**config.mk**
```make
export PLATFORM = sky130hd
export DESIGN_NAME = in_port_buffer_flat
export DESIGN_NICKNAME = d
export VERILOG_FILES = /design/src/rtl/in_port_buffer_if.sv /design/src/rtl/in_port_buffer.sv /design/src/flat_wrapper.sv
export SDC_FILE = /design/constraint.sdc
export NUM_CORES = 1
export LEC_CHECK = 0
export ABC_AREA = 1
export BUFFER_PORTS_ARGS = -buffer_cell sky130_fd_sc_hd__buf_2
export CAP_MARGIN = 15
export CORE_AREA = 2 2 159 130
export DETAILED_ROUTE_END_ITERATION = 8
export DIE_AREA = 0 0 161 132
export GPL_TIMING_DRIVEN = 1
export SYNTH_ARGS = -nofsm -noshare
export SYNTH_HDL_FRONTEND = slang
export SYNTH_SLANG_ARGS = --single-unit
```
**constraint.sdc**
```tcl
create_clock -name clock -period 6.1 [get_ports clock]
set_input_delay 0 -clock clock [delete_from_list [all_inputs] [get_ports clock]]
set_output_delay 0 -clock clock [all_outputs]
set_load 0.05 [all_outputs]
```
**src/rtl/in_port_buffer_if.sv**
```systemverilog
// Device/control-unit side signals of the buffered input port.
// slave: the buffer itself; master: the device and control unit driving it.
interface in_port_buffer_if #(
  parameter int DATA_W = 32,
  parameter int DEPTH  = 4
);
  localparam int PTR_W = $clog2(DEPTH);

  logic [DATA_W-1:0] dev_data;
  logic              dev_valid;
  logic              dev_ready;
  logic              PortInout;
  logic [DATA_W-1:0] BusMuxIn_InPort;
  logic              in_avail;
  logic [PTR_W:0]    in_count;
  logic              underflow;

  modport slave (
    input  dev_data, dev_valid, PortInout,
    output dev_ready, BusMuxIn_InPort, in_avail, in_count, underflow
  );

  modport master (
    output dev_data, dev_valid, PortInout,
    input  dev_ready, BusMuxIn_InPort, in_avail, in_count, underflow
  );
endinterface

```
**src/rtl/in_port_buffer.sv**
```systemverilog
// Buffered input port: device words queue in a small FIFO, popped by the `in` read strobe.
// Define INPORT_EDGE_POP_EN to pop once per rising edge of PortInout instead of per high cycle.
module in_port_buffer #(
  parameter int DATA_W = 32,
  parameter int DEPTH  = 4
) (
  input  logic            clock,
  input  logic            clear,
  in_port_buffer_if.slave bus
);
  localparam int              PTR_W   = $clog2(DEPTH);
  localparam logic [PTR_W:0]   DEPTH_C = (PTR_W+1)'(DEPTH);
  localparam logic [PTR_W:0]   CNT_ONE = (PTR_W+1)'(1);
  localparam logic [PTR_W-1:0] PTR_ONE = PTR_W'(1);

  logic [DATA_W-1:0] r_mem [DEPTH];
  logic [PTR_W-1:0]  r_wr_ptr;
  logic [PTR_W-1:0]  r_rd_ptr;
  logic [PTR_W:0]    r_count;
  logic [DATA_W-1:0] r_last_word;
  logic              r_underflow;

  logic w_full;
  logic w_empty;
  logic w_push;
  logic w_pop_req;
  logic w_pop;

  assign w_full  = (r_count == DEPTH_C);
  assign w_empty = (r_count == '0);
  assign w_push  = bus.dev_valid && !w_full;
  assign w_pop   = w_pop_req && !w_empty;

`ifdef INPORT_EDGE_POP_EN
  logic r_port_d;

  // Delayed strobe for rising-edge detection
  always_ff @(posedge clock or negedge clear) begin
    if (!clear) begin
      r_port_d <= 1'b0;
    end else begin
      r_port_d <= bus.PortInout;
    end
  end

  assign w_pop_req = bus.PortInout && !r_port_d;
`else
  assign w_pop_req = bus.PortInout;
`endif

  // Storage array; contents are don't-care after reset
  always_ff @(posedge clock) begin
    if (w_push) begin
      r_mem[r_wr_ptr] <= bus.dev_data;
    end
  end

  // Pointers, occupancy, last popped word and sticky underflow
  always_ff @(posedge clock or negedge clear) begin
    if (!clear) begin
      r_wr_ptr    <= '0;
      r_rd_ptr    <= '0;
      r_count     <= '0;
      r_last_word <= '0;
      r_underflow <= 1'b0;
    end else begin
      if (w_push) begin
        r_wr_ptr <= r_wr_ptr + PTR_ONE;
      end
      if (w_pop) begin
        r_rd_ptr    <= r_rd_ptr + PTR_ONE;
        r_last_word <= r_mem[r_rd_ptr];
      end
      if (w_pop_req && w_empty) begin
        r_underflow <= 1'b1;
      end
      case ({w_push, w_pop})
        2'b10:   r_count <= r_count + CNT_ONE;
        2'b01:   r_count <= r_count - CNT_ONE;
        default: r_count <= r_count;
      endcase
    end
  end

  // Last popped word stays on the bus once drained so a late read sees stable data
  assign bus.BusMuxIn_InPort = w_empty ? r_last_word : r_mem[r_rd_ptr];
  assign bus.dev_ready       = !w_full;
  assign bus.in_avail        = !w_empty;
  assign bus.in_count        = r_count;
  assign bus.underflow       = r_underflow;
endmodule

```
**src/flat_wrapper.sv**
```systemverilog
// flat-port wrapper written by rule: the top's interface ports become plain ports
module in_port_buffer_flat 
#(
  parameter int DATA_W = 32,
  parameter int DEPTH  = 4
)
  (clock, clear, bus_dev_data, bus_dev_valid, bus_PortInout, bus_dev_ready, bus_BusMuxIn_InPort, bus_in_avail, bus_in_count, bus_underflow);
  in_port_buffer_if #(.DATA_W(DATA_W), .DEPTH(DEPTH)) bus_i ();
  input  logic clock;
  input  logic clear;
  input wire logic [$bits(bus_i.dev_data)-1:0] bus_dev_data;
  input wire logic [$bits(bus_i.dev_valid)-1:0] bus_dev_valid;
  input wire logic [$bits(bus_i.PortInout)-1:0] bus_PortInout;
  output wire logic [$bits(bus_i.dev_ready)-1:0] bus_dev_ready;
  output wire logic [$bits(bus_i.BusMuxIn_InPort)-1:0] bus_BusMuxIn_InPort;
  output wire logic [$bits(bus_i.in_avail)-1:0] bus_in_avail;
  output wire logic [$bits(bus_i.in_count)-1:0] bus_in_count;
  output wire logic [$bits(bus_i.underflow)-1:0] bus_underflow;
  assign bus_i.dev_data = bus_dev_data;
  assign bus_i.dev_valid = bus_dev_valid;
  assign bus_i.PortInout = bus_PortInout;
  assign bus_dev_ready = bus_i.dev_ready;
  assign bus_BusMuxIn_InPort = bus_i.BusMuxIn_InPort;
  assign bus_in_avail = bus_i.in_avail;
  assign bus_in_count = bus_i.in_count;
  assign bus_underflow = bus_i.underflow;
  in_port_buffer #(.DATA_W(DATA_W), .DEPTH(DEPTH)) u_core (.clock(clock), .clear(clear), .bus(bus_i));
endmodule
```
* Word level (Yosys, flattened, before mapping) *
Memory sizes are Yosys's and may differ from the RTL's.
Cells that the tools add are included.

storage, ports and cells
  bits in registers = 40
  bits in latches = 0
  RAM bits = 128
  bits in read-only memories = 0
  input bits = 36
  output and inout port bits = 38
  logic and storage cells = 24
  memories = 1

cells by class
  $add $sub $neg = 4
  multiply operators = 0
  divide/modulo/power cells = 0
  magnitude comparators = 0
  eq/ne operators = 3
  shifts and indexed selects = 0
  multiplexer cells = 4
  bitwise gates (word level) = 0
  reduce and logical (&&, ||, !) cells = 7

memory list
  name          depth  width  read ports  clocked after Yosys merged registers in  wr ports  line                  text
  u_core.r_mem  4      32     1           0                                        1         in_port_buffer.sv:16  logic [DATA_W-1:0] r_mem [DEPTH];

operator list
  kind                                                                   number
  32-bit 2-to-1 mux                                                      1
  3-bit case mux with 2 select lines                                     1
  2-bit by 1-bit adder with 2-bit output, second input constant          2
  3-bit by 1-bit adder with 3-bit output, second input constant          1
  3-bit equality test, second input constant                             1
  1-bit logical AND                                                      3
  3-bit logical NOT                                                      1
  3-bit by 1-bit subtractor with 3-bit output, second input constant     1
  2-bit by 1-bit equality test with 1-bit output, second input constant  1
  2-bit equality test, second input constant                             1
  1-bit logical NOT                                                      2
  1-bit 2-to-1 mux                                                       2
  2-bit nonzero test                                                     1

* Depth between registers and ports, before layout *
Gate-level depths: netlist of run 1.

  word-level depth = 5
  mapped depth = 10
  mapped depth without buffers = 10

* Worst setup path before layout of run 1 *
No wires, ideal clock.

  kind = reg-to-reg
  start point = register u_core.r_count[1], in the netlist u_core.bus.in_count[1]
  end point = memory u_core.r_mem[0][0] (enable)
  library setup time = 421 ps
  arrival = 2791 ps
  data required time = 5679 ps
  slack = 2888 ps
  stages on the path, launching flop included = 5
  buffers on the path = 0
  clock period less this slack = 3212 ps
  path through = dfrtp_1 > nor2_4 > nand2_1 > nand2_2 > nor2_1

between the ends
  word-level cells in the longest chain between the ends = 5

RTL lines
  what                                    line                  text
  from (decl)                             in_port_buffer.sv:19  logic [PTR_W:0] r_count;
  from (signal assigned)                  in_port_buffer.sv:78  2'b10: r_count <= r_count + CNT_ONE;
  from (signal assigned)                  in_port_buffer.sv:79  2'b01: r_count <= r_count - CNT_ONE;
  from (signal assigned)                  in_port_buffer.sv:80  default: r_count <= r_count;
  3-bit equality test                     in_port_buffer.sv:29  assign w_full = (r_count == DEPTH_C);
  1-bit logical NOT                       --
  via bus_dev_ready                       flat_wrapper.sv:14    output wire logic [$bits(bus_i.dev_ready)-1:0] bus_dev_ready;
  1-bit logical AND                       in_port_buffer.sv:31  assign w_push = bus.dev_valid && !w_full;
  1-bit 2-to-1 mux                        in_port_buffer.sv:53  if (w_push) begin
  1-bit 2-to-1 mux (not written as such)  in_port_buffer.sv:54  r_mem[r_wr_ptr] <= bus.dev_data;
  to (decl)                               in_port_buffer.sv:16

The timed path passes the listed nets, and every way through them passes these cells.

* Worst setup path in the final report of run 1 *
  start point = register u_core.r_count[1], in the netlist u_core.bus.in_count[1]
  end point = output bus_BusMuxIn_InPort[22]

between the ends
  word-level cells in the longest chain between the ends = 2

RTL lines
  what               line                  text
  3-bit logical NOT  in_port_buffer.sv:30  assign w_empty = (r_count == '0);
  32-bit 2-to-1 mux  in_port_buffer.sv:86  assign bus.BusMuxIn_InPort = w_empty ? r_last_word : r_mem[r_rd_ptr];
  to (decl)          flat_wrapper.sv:15    output wire logic [$bits(bus_i.BusMuxIn_InPort)-1:0] bus_BusMuxIn_InPort;

Every way passes these cells.

==> results of run 1 <==
-- worst max-delay path: cells and delay by family, from the launching register on --
family / cells / cell delay, ps
flops: 1 / 440
buf+inv: 2 / 940
simple gates: 4 / 770
-- Yosys cell counts (all sizes together) --
cell / instances
ha: 5
o21bai: 1
buf: 29
nand3: 130
nor2: 5
fa: 1
inv: 16
nand2: 266
edfxtp: 128
dfrtp: 40
a21oi: 1
clkbuf: 4
xor2: 3
o21ai: 2
xnor2: 2
-- logic make-up (layout without fill, tap and decap cells) --
| logic type | Yosys count | count (layout) | share of synthesized area [%] |
|---|---|---|---|
| and+or+nand+nor | 401 | 401 | 24.29 |
| DFF | 168 | 168 | 69.52 |
| buffers and inverters | 49 | 163 | 3.896 |
| adders and majority gates | 6 | 6 | 1.185 |
| xor gates and xnor gates | 5 | 5 | 0.6285 |
| AOI/OAI and AO/OA | 4 | 4 | 0.4848 |
-- registers in the layout, indices dropped and copies added (netlist names) --
register              count
u_core.bus.in_count       3
u_core.r_mem            128
u_core.bus.underflow      1
u_core.r_rd_ptr           2
u_core.r_last_word       32
u_core.r_wr_ptr           2
-- timing repair --
action | in CTS | in global routing
hold endpoints to repair | 170 | 0
gates resized for setup | 0 | 0
hold buffers | 35 | 0
-- worst min-delay path by stage --
stage          start                                 end  slack (ps)
2_1_floorplan  clear  u_core.bus.in_count[0]$_DFFE_PN0P_        -300
3_3_place_gp   clear   u_core.r_last_word[4]$_DFFE_PN0P_         130
3_5_place_dp   clear   u_core.r_last_word[4]$_DFFE_PN0P_         130
4_1_cts        clear   u_core.r_last_word[1]$_DFFE_PN0P_         210
5_1_grt        clear   u_core.r_last_word[4]$_DFFE_PN0P_         240
6_report       clear   u_core.r_last_word[4]$_DFFE_PN0P_         200
-- per-layer routing --
| layer | GRT usage [%] | share of wire (%) | up-vias |
|---|---|---|---|
| li1 | - | - | 2351 |
| met5 | 0 | 0 | - |
| met1 | 21.72 | 47 | 2178 |
| met3 | 3.240 | 5.3 | 24 |
| met2 | 24.03 | 46 | 137 |
| met4 | 6.448 | 1.8 | 0 |
-- final cells by class --
cell class / instances / share of cell area [%]
clock buffer: 20 / 5.344
clock inverter: 12 / 1.742
inverter: 16 / 0.7028
multi-input combinational: 416 / 22.04
sequential: 168 / 56.71
tap: 264 / 3.865
timing repair buffer: 115 / 9.605
-- per-stage QoR --
step                      hold WS (ps)  instance area [sq um]
after global placement           129.9                   7515
after detailed placement         131.0                   7515
after global routing             243.7                   8546
after CTS                        205.8                   8471
after floorplan                 -295.6                   6969
final                            196.2                   8546
==> impl_metrics.xml, run 1 <==
<?xml version="1.0" encoding="UTF-8"?>
<metrics>
  <group name="timing">
    <metric name="setup_repair_after_global_routing_missed_its_margin" unit="">no</metric>
    <metric name="tns" unit="ps">0</metric>
    <metric name="post-route-worst-setup-slack" unit="ps">3504</metric>
    <metric name="finalWorstPathRequiredPeriod" unit="ps">2596</metric>
    <metric name="worst_clock_skew" unit="ps">7.807</metric>
    <metric name="finalSetupViolCount" unit="">0</metric>
    <metric name="hold_viol" unit="">0</metric>
    <metric name="max_freq" unit="GHz">0.3852</metric>
    <metric name="final_max_slew_viol_count" unit="">0</metric>
    <metric name="post-route-period-util" unit="%">42.56</metric>
    <metric name="slew-limit-headroom" unit="%">24.54</metric>
    <metric name="tightestPinTransition" unit="ps">1129</metric>
  </group>
  <group name="cts">
    <metric name="numCtsBuffers" unit="">17</metric>
    <metric name="cts_sinks" unit="">168</metric>
    <metric name="clock_root_buffer" unit="">clkbuf_16</metric>
    <metric name="clock_tree.htree_level_count" unit="">4</metric>
    <metric name="cts_tree" unit="">done</metric>
    <metric name="path_clk_slew" unit="ps">60</metric>
    <metric name="cts_max_path_buffers" unit="">2</metric>
    <metric name="clock_insertion_delay_worst_skew" unit="ps">430</metric>
    <metric name="postCtsSetupBuffers" unit="">0</metric>
  </group>
  <group name="synth">
    <metric name="area_contributors_post_synth" unit="">edfxtp_1 55%, dfrtp_1 14%, nand2_1 14%, nand3_1 9.3%, buf_4 1.4%</metric>
    <metric name="syn_area_per_cell" unit="sq um">11.01</metric>
    <metric name="post-synth-top-area-cell" unit="">edfxtp_1</metric>
    <metric name="synth_nets" unit="">675</metric>
    <metric name="yosys_warnings" unit="">0</metric>
    <metric name="synth_top_area_share" unit="%">55.15</metric>
    <metric name="synth-seq-area-share" unit="%">69.52</metric>
    <metric name="yosys.cell_types.count" unit="">21</metric>
    <metric name="post_synth_inst_count" unit="">633</metric>
    <metric name="synth.ff_latch_count" unit="">168</metric>
    <metric name="synthesis.area" unit="sq um">6969</metric>
  </group>
  <group name="placement">
    <metric name="placedCellCount" unit="">941</metric>
    <metric name="detailedPlacementHpwl" unit="microns">8586</metric>
    <metric name="port_buffers" unit="">73</metric>
    <metric name="gp_routability_congestion" unit="">0.6914</metric>
    <metric name="detailedPlace.worstSlack" unit="ps">3540</metric>
  </group>
  <group name="worst_setup_path">
    <metric name="worst-endpoint-required" unit="ps">6100</metric>
    <metric name="r2r_cells" unit="">8</metric>
    <metric name="critical_path.reg2reg.endpoint" unit="">u_core.bus.in_count[2]$_DFFE_PN0P_</metric>
    <metric name="worstPathCellList" unit="">nor2_4 &gt; nand2_4 &gt; inv_2 &gt; nand2_1 &gt; nand2_1 &gt; buf_2</metric>
    <metric name="top_cell_by_count_worst_path" unit="">nand2_1</metric>
    <metric name="timing.critical_path.slowest_cell_delay" unit="ps">660</metric>
    <metric name="cp-start-kind" unit="">flip-flop</metric>
    <metric name="rr_startpoint" unit="">u_core.bus.in_count[1]$_DFFE_PN0P_</metric>
    <metric name="critical_path.max_fanout" unit="">36</metric>
    <metric name="timing.critical_path.arrival" unit="ps">2600</metric>
    <metric name="critical-path-slowest-cell" unit="">inv_2</metric>
    <metric name="setup.worst_path.class" unit="">flip-flop to primary output</metric>
    <metric name="startpoint" unit="">u_core.bus.in_count[1]$_DFFE_PN0P_</metric>
    <metric name="critical_path_endpoint_category" unit="">primary output</metric>
    <metric name="timing.reg2reg.setup_slack" unit="ps">3560</metric>
    <metric name="endpoint" unit="">bus_BusMuxIn_InPort[22]</metric>
  </group>
  <group name="cells_and_area">
    <metric name="layoutNonFillerInstCount" unit="">1011</metric>
    <metric name="layout_common_cells" unit="">263 x nand2_1, 130 x nand3_1, 128 x edfxtp_1, 73 x buf_2, 39 x dfrtp_1</metric>
    <metric name="footprint_of_the_multi_input_gates" unit="sq um">1883</metric>
    <metric name="insertedDiodeCount" unit="">0</metric>
    <metric name="area_growth_syn_to_layout" unit="%">22.62</metric>
    <metric name="final.fill_count" unit="">1872</metric>
    <metric name="nets" unit="">776</metric>
    <metric name="final_common_cell" unit="">nand2_1</metric>
    <metric name="post_route_cells_drive_above_1_share" unit="%">16.47</metric>
    <metric name="regArea" unit="sq um">4846</metric>
    <metric name="finish.utilization" unit="%">43.67</metric>
  </group>
  <group name="route">
    <metric name="detailedRoute.firstIterationViolations" unit="">333</metric>
    <metric name="detailroute.via_count" unit="">4690</metric>
    <metric name="detail_route.wl_per_cell" unit="microns">15.75</metric>
    <metric name="ant_nets" unit="">0</metric>
    <metric name="dr.pass1.iters" unit="">4</metric>
    <metric name="remaining_drc_errors" unit="">0</metric>
    <metric name="totalWireLength" unit="microns">15920</metric>
    <metric name="vias_per_cell" unit="">4.639</metric>
  </group>
  <group name="die">
    <metric name="fp.dieH" unit="microns">132</metric>
    <metric name="top_level_ports" unit="">74</metric>
    <metric name="floorplan.die_area" unit="sq um">21250</metric>
    <metric name="fp.coreArea" unit="sq um">19570</metric>
    <metric name="initial_utilization" unit="%">35.61</metric>
    <metric name="rows" unit="">46</metric>
    <metric name="die-width" unit="microns">161</metric>
  </group>
  <group name="global_routing">
    <metric name="grt_start_max_net_pins" unit="">66</metric>
    <metric name="grt-ovfl-total" unit="">0</metric>
    <metric name="grt_first_pass_wirelength" unit="microns">25390</metric>
    <metric name="via_count_of_the_first_global_routing_pass" unit="">4593</metric>
    <metric name="grt_usage" unit="%">15.64</metric>
    <metric name="grt_antenna_before_repair" unit="">0</metric>
  </group>
  <group name="worst_hold_path">
    <metric name="timing.hold.worst.class" unit="">input port to async pin</metric>
  </group>
  <group name="status">
    <metric name="run_status" unit="">finished clean</metric>
  </group>
  <group name="flow_run">
    <metric name="maxCapViolCount" unit="">0</metric>
  </group>
</metrics>
Power of run 1 is not shown: default switching activity piles up to over one toggle a cycle in this logic, so the estimate is an artifact.
==> run 2, diff against run 1 <==
clock period = 2.3 ns   (was 6.1 ns; I/O delays follow)
==> impl_metrics.xml, run 2 (same netlist as run 1, synthesis figures left out) <==
<?xml version="1.0" encoding="UTF-8"?>
<metrics>
  <group name="cts">
    <metric name="cts_sinks" unit="">168</metric>
    <metric name="cts_tree" unit="">done</metric>
    <metric name="numCtsBuffers" unit="">17</metric>
    <metric name="postCtsSetupBuffers" unit="">0</metric>
    <metric name="path_clk_slew" unit="ps">60</metric>
    <metric name="clock_tree.htree_level_count" unit="">4</metric>
    <metric name="cts_max_path_buffers" unit="">2</metric>
    <metric name="clock_insertion_delay_worst_skew" unit="ps">420</metric>
    <metric name="clock_root_buffer" unit="">clkbuf_16</metric>
  </group>
  <group name="route">
    <metric name="remaining_drc_errors" unit="">0</metric>
    <metric name="detailroute.via_count" unit="">4649</metric>
    <metric name="totalWireLength" unit="microns">15960</metric>
    <metric name="detailedRoute.firstIterationViolations" unit="">416</metric>
    <metric name="ant_nets" unit="">0</metric>
    <metric name="dr.pass1.iters" unit="">4</metric>
    <metric name="detail_route.wl_per_cell" unit="microns">15.63</metric>
    <metric name="vias_per_cell" unit="">4.553</metric>
  </group>
  <group name="timing">
    <metric name="final_max_slew_viol_count" unit="">0</metric>
    <metric name="post-route-period-util" unit="%">92.18</metric>
    <metric name="slew-limit-headroom" unit="%">65.04</metric>
    <metric name="setup_repair_after_global_routing_missed_its_margin" unit="">no</metric>
    <metric name="tns" unit="ps">0</metric>
    <metric name="finalWorstPathRequiredPeriod" unit="ps">2120</metric>
    <metric name="finalSetupViolCount" unit="">0</metric>
    <metric name="worst_clock_skew" unit="ps">7.980</metric>
    <metric name="hold_viol" unit="">0</metric>
    <metric name="max_freq" unit="GHz">0.4717</metric>
    <metric name="post-route-worst-setup-slack" unit="ps">179.9</metric>
    <metric name="tightestPinTransition" unit="ps">523.7</metric>
  </group>
  <group name="flow_run">
    <metric name="maxCapViolCount" unit="">0</metric>
  </group>
  <group name="worst_setup_path">
    <metric name="setup.worst_path.class" unit="">flip-flop to primary output</metric>
    <metric name="worstPathCellList" unit="">nor2_4 &gt; nand2_4 &gt; inv_2 &gt; buf_4 &gt; nand2_1 &gt; nand2_1 &gt; buf_2</metric>
    <metric name="timing.critical_path.arrival" unit="ps">2120</metric>
    <metric name="timing.reg2reg.setup_slack" unit="ps">320</metric>
    <metric name="cp-start-kind" unit="">flip-flop</metric>
    <metric name="top_cell_by_count_worst_path" unit="">nand2_1</metric>
    <metric name="critical_path.max_fanout" unit="">21</metric>
    <metric name="rr_startpoint" unit="">u_core.bus.in_count[1]$_DFFE_PN0P_</metric>
    <metric name="critical_path_endpoint_category" unit="">primary output</metric>
    <metric name="startpoint" unit="">u_core.bus.in_count[1]$_DFFE_PN0P_</metric>
    <metric name="worst-endpoint-required" unit="ps">2300</metric>
    <metric name="critical-path-slowest-cell" unit="">dfrtp_2</metric>
    <metric name="timing.critical_path.slowest_cell_delay" unit="ps">440</metric>
  </group>
  <group name="die">
    <metric name="top_level_ports" unit="">74</metric>
    <metric name="rows" unit="">46</metric>
    <metric name="floorplan.die_area" unit="sq um">21250</metric>
    <metric name="die-width" unit="microns">161</metric>
    <metric name="initial_utilization" unit="%">35.61</metric>
    <metric name="fp.coreArea" unit="sq um">19570</metric>
    <metric name="fp.dieH" unit="microns">132</metric>
  </group>
  <group name="status">
    <metric name="run_status" unit="">finished clean</metric>
  </group>
  <group name="global_routing">
    <metric name="grt_start_max_net_pins" unit="">66</metric>
    <metric name="grt_usage" unit="%">15.82</metric>
    <metric name="grt_antenna_before_repair" unit="">0</metric>
    <metric name="via_count_of_the_first_global_routing_pass" unit="">4588</metric>
    <metric name="grt_first_pass_wirelength" unit="microns">25740</metric>
    <metric name="grt-ovfl-total" unit="">0</metric>
  </group>
  <group name="cells_and_area">
    <metric name="nets" unit="">786</metric>
    <metric name="final.fill_count" unit="">1851</metric>
    <metric name="layoutNonFillerInstCount" unit="">1021</metric>
    <metric name="layout_common_cells" unit="">262 x nand2_1, 130 x nand3_1, 128 x edfxtp_1, 73 x buf_2, 37 x dfrtp_1</metric>
    <metric name="final_common_cell" unit="">nand2_1</metric>
    <metric name="footprint_of_the_multi_input_gates" unit="sq um">1891</metric>
    <metric name="regMostFlops" unit="">u_core.r_mem</metric>
    <metric name="area_growth_syn_to_layout" unit="%">23.18</metric>
    <metric name="post_route_cells_drive_above_1_share" unit="%">17.31</metric>
    <metric name="regArea" unit="sq um">4848</metric>
    <metric name="largest_register_ffs" unit="">128</metric>
    <metric name="insertedDiodeCount" unit="">0</metric>
  </group>
  <group name="placement">
    <metric name="port_buffers" unit="">73</metric>
    <metric name="placedCellCount" unit="">954</metric>
    <metric name="gp_routability_congestion" unit="">0.7073</metric>
    <metric name="detailedPlace.worstSlack" unit="ps">336.6</metric>
    <metric name="detailedPlacementHpwl" unit="microns">9306</metric>
  </group>
  <group name="worst_hold_path">
    <metric name="timing.hold.worst.class" unit="">input port to async pin</metric>
  </group>
</metrics>
## run 2: area by class of cell
cell class	count	area share (%)
sequential	168	56.48
multi-input combinational	416	22.02
clock buffer	22	5.291
clock inverter	10	1.210
tap	264	3.848
timing repair buffer	125	10.45
inverter	16	0.6996
## run 2: final timing paths
kind,to,cells past startpoint
max,bus_BusMuxIn_InPort[26],7
min,u_core.r_last_word[7]$_DFFE_PN0P_,2
max reg2reg,u_core.bus.in_count[2]$_DFFE_PN0P_,9
min reg2reg,u_core.bus.underflow$_DFFE_PN0P_,1
max in group asynchronous,u_core.r_rd_ptr[0]$_DFFE_PN0P_,3
min in group clock,u_core.r_mem[2][21]$_DFFE_PP_,2
## run 2: repair_timing
item / 4_1_cts / 5_1_grt
hold buffers: 35 / 0
hold endpoints to repair: 171 / 0
setup endpoints to repair: 0 / 1
gates resized for setup: 0 / 1
## run 2: critical path: cells and delay by family (launching register included)
| family | cells | cell delay, ps |
|---|---|---|
| flops | 1 | 440 |
| buf+inv | 3 | 640 |
| simple gates | 4 | 620 |
## run 2: metal layers
| layer | global-route usage [%] | part of all wire, % |
|---|---|---|
| met2 | 25.44 | 48 |
| met1 | 21.75 | 46 |
| met5 | 0 | 0 |
| met4 | 4.216 | 0.51 |
| met3 | 3.586 | 5.6 |
## run 2: per-stage QoR
step	util, %	area (sq um)	hold slack [ps]
final	43.87	8584	77.48
after global routing	43.87	8584	85.74
after CTS	43.85	8581	63.72
after detailed placement	39.21	7672	-18.48
after global placement	39.21	7672	-22.52
after floorplan	-	7009	-295.6
Power of run 2 is left out for the same reason.
